$ cat config.mk
export PLATFORM = sky130hd
export DESIGN_NAME = up_count_sequencer
export DESIGN_NICKNAME = d
export VERILOG_FILES = /design/src/rtl/up_count_sequencer_pkg.sv /design/src/rtl/up_count_sequencer_up_counter.sv /design/src/rtl/up_count_sequencer.sv
export SDC_FILE = /design/constraint.sdc
export NUM_CORES = 1
export LEC_CHECK = 0
export CORE_AREA = 8 8 45 47
export DETAILED_ROUTE_END_ITERATION = 10
export DIE_AREA = 0 0 53 55
export PLACE_DENSITY = 0.68
export REMOVE_ABC_BUFFERS = 1
export SYNTH_ARGS = -nofsm -noshare
export SYNTH_HDL_FRONTEND = slang
export SYNTH_HIERARCHICAL = 1
export SYNTH_SLANG_ARGS = --single-unit
$ cat constraint.sdc
create_clock -name clk -period 4.43 [get_ports clk]
set_input_delay 1.1075 -clock clk [delete_from_list [all_inputs] [get_ports clk]]
set_output_delay 1.1075 -clock clk [all_outputs]
set_load 0.02 [all_outputs]
$ cat src/rtl/up_count_sequencer_pkg.sv
// -----------------------------------------------------------------------------
// up_count_sequencer_pkg
//   Shared state encoding for the start/done up-count sequencer. Controller
//   FSMs that sequence this block use the same S_IDLE/S_RUN/S_DONE codes, so
//   the numeric values are fixed here and the enum is built from them.
//
//   Contents:
//     S_IDLE, S_RUN, S_DONE : 2-bit state codes (0, 1, 2)
//     state_t               : enum over those codes
//     limit_is_zero()       : helper used when choosing RUN vs DONE on entry
// -----------------------------------------------------------------------------
package up_count_sequencer_pkg;

  localparam logic [1:0] S_IDLE = 2'd0;
  localparam logic [1:0] S_RUN  = 2'd1;
  localparam logic [1:0] S_DONE = 2'd2;

  typedef enum logic [1:0] {
    ST_IDLE = S_IDLE,
    ST_RUN  = S_RUN,
    ST_DONE = S_DONE
  } state_t;

  // A zero limit needs no ticks, so the sequence goes straight to DONE.
  function automatic logic limit_is_zero(input logic [31:0] lim);
    return (lim == 32'd0);
  endfunction

endpackage

$ cat src/rtl/up_count_sequencer_up_counter.sv
// -----------------------------------------------------------------------------
// up_counter
//   Clearable up-counter with terminal compare against a latched limit.
//
//   Ports:
//     clk    in   1      rising-edge clock
//     rst    in   1      asynchronous active-high reset (count -> 0)
//     clear  in   1      synchronous clear to 0 (priority over en)
//     en     in   1      increment by one
//     limit  in   WIDTH  terminal value the count is compared against
//     count  out  WIDTH  registered count
//     last   out  1      1 when the next increment reaches limit
// -----------------------------------------------------------------------------
module up_counter
  import up_count_sequencer_pkg::*;
#(
  parameter int WIDTH = 3
) (
  input  logic             clk,
  input  logic             rst,
  input  logic             clear,
  input  logic             en,
  input  logic [WIDTH-1:0] limit,
  output logic [WIDTH-1:0] count,
  output logic             last
);

  // One extra bit so count+1 is exact even at count == 2^WIDTH-1.
  logic [WIDTH:0] count_inc;

  assign count_inc = {1'b0, count} + {{WIDTH{1'b0}}, 1'b1};
  assign last      = (count_inc == {1'b0, limit});

  always_ff @(posedge clk or posedge rst) begin
    if (rst) begin
      count <= '0;
    end else if (clear) begin
      count <= '0;
    end else if (en) begin
      count <= count_inc[WIDTH-1:0];
    end
  end

endmodule

$ cat src/rtl/up_count_sequencer.sv
// -----------------------------------------------------------------------------
// up_count_sequencer
//   Start/done sequenced up-counter. A start pulse latches limit and the block
//   counts en-qualified ticks from 0 up to that limit, showing busy while
//   counting and pulsing done for one cycle on arrival.
//
//   Build option: define AUTO_RELOAD_EN to make DONE reload the counter and
//   re-enter RUN with the same limit (periodic done, busy held through DONE).
//   Without it the block is one-shot.
//
//   Ports:
//     clk    in   1      rising-edge clock
//     rst    in   1      asynchronous active-high reset
//     start  in   1      request, honoured only in IDLE
//     limit  in   WIDTH  terminal count, sampled when start is accepted
//     en     in   1      tick qualifier in RUN
//     abort  in   1      cancel; returns to IDLE without done
//     count  out  WIDTH  current count (registered)
//     busy   out  1      counting
//     done   out  1      one cycle in DONE
// -----------------------------------------------------------------------------
module up_count_sequencer
  import up_count_sequencer_pkg::*;
#(
  parameter int WIDTH = 3
) (
  input  logic             clk,
  input  logic             rst,
  input  logic             start,
  input  logic [WIDTH-1:0] limit,
  input  logic             en,
  input  logic             abort,
  output logic [WIDTH-1:0] count,
  output logic             busy,
  output logic             done
);

`ifdef AUTO_RELOAD_EN
  localparam bit RELOAD = 1'b1;
`else
  localparam bit RELOAD = 1'b0;
`endif

  state_t           state;
  logic [WIDTH-1:0] limit_q;
  logic             accept;
  logic             reload;
  logic             cnt_clear;
  logic             cnt_en;
  logic             cnt_last;

  // abort beats start in IDLE and beats the reload in DONE.
  assign accept    = (state == ST_IDLE) && start && !abort;
  assign reload    = RELOAD && (state == ST_DONE) && !abort;
  assign cnt_clear = accept || reload;
  assign cnt_en    = (state == ST_RUN) && en && !abort;

  up_counter #(
    .WIDTH (WIDTH)
  ) u_counter (
    .clk   (clk),
    .rst   (rst),
    .clear (cnt_clear),
    .en    (cnt_en),
    .limit (limit_q),
    .count (count),
    .last  (cnt_last)
  );

  always_ff @(posedge clk or posedge rst) begin
    if (rst) begin
      state   <= ST_IDLE;
      limit_q <= '0;
    end else begin
      case (state)
        ST_IDLE: begin
          if (accept) begin
            limit_q <= limit;
            state   <= limit_is_zero(32'(limit)) ? ST_DONE : ST_RUN;
          end
        end
        ST_RUN: begin
          if (abort) begin
            state <= ST_IDLE;
          end else if (en && cnt_last) begin
            state <= ST_DONE;
          end
        end
        ST_DONE: begin
          // A zero limit under reload stays in DONE, giving done every cycle.
          if (reload) begin
            state <= limit_is_zero(32'(limit_q)) ? ST_DONE : ST_RUN;
          end else begin
            state <= ST_IDLE;
          end
        end
        default: state <= ST_IDLE;
      endcase
    end
  end

  // Decoded from registered state only, so both are glitch-free.
  assign busy = (state == ST_RUN) || (RELOAD && (state == ST_DONE));
  assign done = (state == ST_DONE);

endmodule

; Yosys cells after proc, flatten, opt, wreduce, memory -nomap -nowiden
; Cells that the tools add are included.
[word_totals]
out_inout_bits = 5
wordCells = 27
reg_bits = 8
[classes]
eq_ne = 5
reduce_logical = 11
n_mux = 7
add_sub_neg = 1
[ops]
columns = operator, n
row1 = 2-bit 2-to-1 mux, 4
row2 = 3-bit 2-to-1 mux, 2
row3 = 1-bit logical AND, 5
row4 = 3-bit by 1-bit adder with 4-bit output (second input constant), 1
row5 = 4-bit by 3-bit == test with 1-bit output, 1
row6 = 2-bit one-hot mux with 2 select lines, 1
row7 = 2-bit AND reduction, 2
row8 = 3-bit zero test, 1
row9 = 3-bit by 2-bit != test with 1-bit output (second input constant), 1
row10 = 2-bit by 1-bit == test with 1-bit output (second input constant), 1
row11 = 2-bit == test (second input constant), 1
row12 = 2-bit zero test, 1
row13 = 2-bit != test (second input constant), 1
row14 = 2-bit nonzero test, 1
row15 = 1-bit zero test, 1

; Logic depth before layout (Yosys ltp)
[logic_depth]
word_depth = 6
depth_mapped = 5
depth_no_buf = 5

; By module
; Netlist, hierarchy kept.
[modules_own_cells]
columns = mod, cells_per_inst, instances, seq_area_each_um2, area_each_um2
row1 = up_count_sequencer, 19, 1, 125.1, 247.7
row2 = up_counter, 19, 1, 75.1, 190.2

; Worst setup path before layout
; No wires, ideal clock.
[synth_path]
path_type = in2reg
startpoint = in abort
endpoint = reg limit_q[0]
t_arrival_ns = 1.843
setup_slack_ns = 2.462
setup_ns = 0.125
path_stages = 2
n_path_buf = 0
required_ns = 4.305
path_cell_list = nor4b_4 -> mux2_2
[synth_via]
elab_chain_len = 3
[synth_rtl]
columns = element, line_no
row1 = from (decl), up_count_sequencer.sv:32  ; input logic abort,
row2 = 1-bit zero test, up_count_sequencer.sv:53  ; assign accept = (state == ST_IDLE) && start && !abort;
row3 = 1-bit logical AND, up_count_sequencer.sv:53
row4 = 2-bit AND reduction (no line), --
row5 = to (signal assigned), up_count_sequencer.sv:78  ; limit_q <= limit;
row6 = to (decl), up_count_sequencer.sv:45  ; logic [WIDTH-1:0] limit_q;
; Every way passes these cells.
; A chain may end at the register's enable or synchronous reset.

; Worst setup path after layout
[layout_path]
startpoint = reg state[1]
endpoint = out busy
[layout_via]
elab_chain_len = 1
[layout_rtl]
columns = element, line_no
row1 = from (decl), up_count_sequencer.sv:44  ; state_t state;
row2 = from (signal assigned), up_count_sequencer.sv:79  ; state <= limit_is_zero(32'(limit)) ? ST_DONE : ST_RUN;
row3 = from (signal assigned), up_count_sequencer.sv:92  ; state <= limit_is_zero(32'(limit_q)) ? ST_DONE : ST_RUN;
row4 = 2-bit by 1-bit == test with 1-bit output, up_count_sequencer.sv:103  ; assign busy = (state == ST_RUN) || (RELOAD && (state == ST_DONE));
row5 = to (decl), up_count_sequencer.sv:34  ; output logic busy,
; Every way passes these cells.

==> results by group <==
Status
  – Status: complete, no violations

Global route
  – GRT Total Usage: 7.04%
  – First-pass GRT wire length: 1.47 mm
  – Vias in the first global route: 336
  – Total congestion overflow: 0
  – Largest net degree at the start of global routing: 9
  – Initial antenna violation count: 0

Setup path
  – WP buf/inv: 1
  – CP Class: register to primary output
  – Startpoint Class: register
  – Crit Reg-Reg Endpoint: state[0]
  – Max FO, Critical Path: 4
  – Arr. time, crit path: approximately 1.5 ns
  – R2r startpoint: u_counter/count[0]
  – Setup crit start: state[1]
  – Crit-path cells: and2b_1 -> clkdlybuf4s50_1
  – Critical Path End Type: primary output
  – Required time of the critical path: 3.32 ns
  – Top delay family on crit path: buffers and inverters
  – Worst path slowest cell: clkdlybuf4s50_1
  – Reg-to-reg slack, setup: 2.91 ns
  – Crit path largest cell delay: 0.59 ns
  – Worst R2R Path Depth: 5

Finish
  – Fin nets: 64
  – Area delta synth->final: 37.1%
  – N_diodes: 0
  – Final core utilization: 43.4%
  – Fraction of layout cells with a size suffix above 1: ~15%
  – Layout fillers: 131

Worst hold path
  – Hold Path Cell Cnt: 1
  – Hold EP: limit_q[2]
  – Worst Min Path Start: limit_q[2]
  – Hold Path Class: register to register

STA
  – Fin Hold WS: between 0.5 and 0.6 ns
  – Post-layout min period: between 2 and 3 ns
  – Setup Total Neg Slack: 0 ns
  – RSZ-0062 raised after global routing: no
  – Max Slew Vio Count: 0
  – Fmax: 391 MHz
  – Clk_skew: 0.00393 ns
  – Setup WS post-layout: 1.87 ns
  – Final period utilization: between 50% and 60%
  – Slew headroom: about two thirds
  – Final Hold Viols: 0
  – Least-Margin Pin Slew: 0.499 ns
  – Setup violators final: 0

Flow run
  – Max cap viols: 0

Synthesis
  – Top post-synthesis cells by area: dfrtp_1, mux2_2, xnor2_1
  – Fraction of registers with async set/reset: 100%
  – Post-synth top cells: dfrtp_1, mux2_2, nand2_1, nor2_1, xnor2_1
  – Yosys cell types: 21
  – Mapped Area: 438 um2
  – Avg Cell Area, Syn: 11.5 um2
  – Area fraction of the dominant cell type after synthesis: 45.7%
  – Number of flops mapped to enable cells by yosys: 0
  – Ys flop type: dfrtp_1
  – Synthesized flop and latch total: 8
  – Yosys Warn Count: 6
  – Count leader, synth: dfrtp_1
  – Cell count after synthesis: 38
  – Post-synthesis sequential area ratio: 45.7%
  – Synth area leader: dfrtp_1

Placed design
  – Post-Place Worst Slack: roughly 1.8 ns
  – IO Port Bufs: 12
  – Hpwl dp: 746 um
  – GPL Wtd Cong: roughly 0.71

Routing
  – Vias per Instance: roughly 5.0
  – DRC violations left: 0
  – Via count: 346
  – Wire per inst: 12.6 um
  – Post-route ant nets: 0
  – 1st-iter DRT viols: 16
  – Pre-Repair DR Iteration Count: 4
  – Routed wire length: 872 um

Clock tree
  – CTS tree: yes
  – Clock Latency Late Sink: 0.25 ns
  – CTS clock-pin slew for the worst setup and hold paths: 0.05 ns
  – # H-tree levels: 1
  – Num CTS Buffers: 3
  – Post_cts resized: 0
  – Clock sink count: 8
  – Setup Buffers After CTS: 0
  – Clock tree buffer depth: 2
  – Post-CTS Hold Buffers: 0
  – Root buffer cell: clkbuf_4

Die
  – IO Pins: 13
  – # rows: 14
  – Die Y: 55 um
  – Initial core utilization: 31.6%
  – Core area: around 0.0014 mm2
  – DIE AREA: 0.00292 mm2
  – Width of the die: 53 um

Pwr
  – Max VDD drop: 0.000144 V
  – PwrDens: 397 mW/mm2
  – Leak: around 0.25 nW
-- worst max-delay path by stage --
stage          cells after the start                  to  slack (ns)
2_1_floorplan                      2          limit_q[0]        2.46
3_3_place_gp                       6  u_counter/count[2]        1.86
3_5_place_dp                       6  u_counter/count[2]        1.85
4_1_cts                            2                busy        1.86
5_1_grt                            2                busy        1.82
6_report                           2                busy        1.87
-- report_power, final --
group	leakage [nW]	switching, mW	internal, mW
sequential	0.103	0.0142	0.0876
clock	0.0138	0.0228	0.0309
combinational	0.136	0.0363	0.0468
-- final cells by class --
| cell class | instances | area (um2) | share of cell area (%) |
|---|---|---|---|
| repair buffers | 12 | 120 | 20.0 |
| inverters | 2 | 7.51 | 1.25 |
| clock buffers | 3 | 22.5 | 3.75 |
| well taps | 16 | 20.0 | 3.33 |
| multi-input cells | 28 | 230 | 38.3 |
| flip-flops and latches | 8 | 200 | 33.3 |
-- placed cells by master (no fill, tap or decap) --
cell type,synthesis,routed
clkdlybuf4s50_1,0,12
dfrtp_1,8,8
mux2_2,3,3
nand2_1,3,3
clkbuf_4,0,3
nor2_1,3,3
xnor2_1,3,3
inv_1,2,2
xor2_1,2,2
nor3b_1,1,1
nor3_1,1,1
nor4b_4,1,1
a32o_1,1,1
and2_1,1,1
nor2b_1,1,1
or3_1,1,1
a22o_1,1,1
and2b_1,1,1
mux2i_1,1,1
nand3b_1,1,1
nand2b_1,1,1
a211oi_2,1,1
ha_1,1,1
-- metrics by stage --
stage	area [um2]	std cells	power [mW]
6_report	601	69	0.238
5_1_grt	601	69	0.257
4_1_cts	601	69	0.242
3_5_place_dp	578	66	0.187
3_3_place_gp	578	66	0.185
2_1_floorplan	438	38	0.157
-- per-layer routing --
layer	part of all wire, %	GRT usage (%)
met1	41	6.65
met4	4.8	7.76
met5	0	0
met3	8.7	2.14
met2	45	11.5
-- flip-flops by register name (all words and copies together), names as in the netlist --
signal / cells
u_counter/count: 3
limit_q: 3
state: 2
-- cells by family after synthesis --
logic type               synth area share, %
XOR/XNOR                                10.0
AND/OR/NAND/NOR                         22.6
multiplexers                            10.0
adder cells (fa/ha/maj)                 2.86
buffers and inverters                   1.71
flip-flops                              45.7
AO/OA/AOI/OAI                           7.14
No activity file was read; power rests on OpenSTA's default activity.
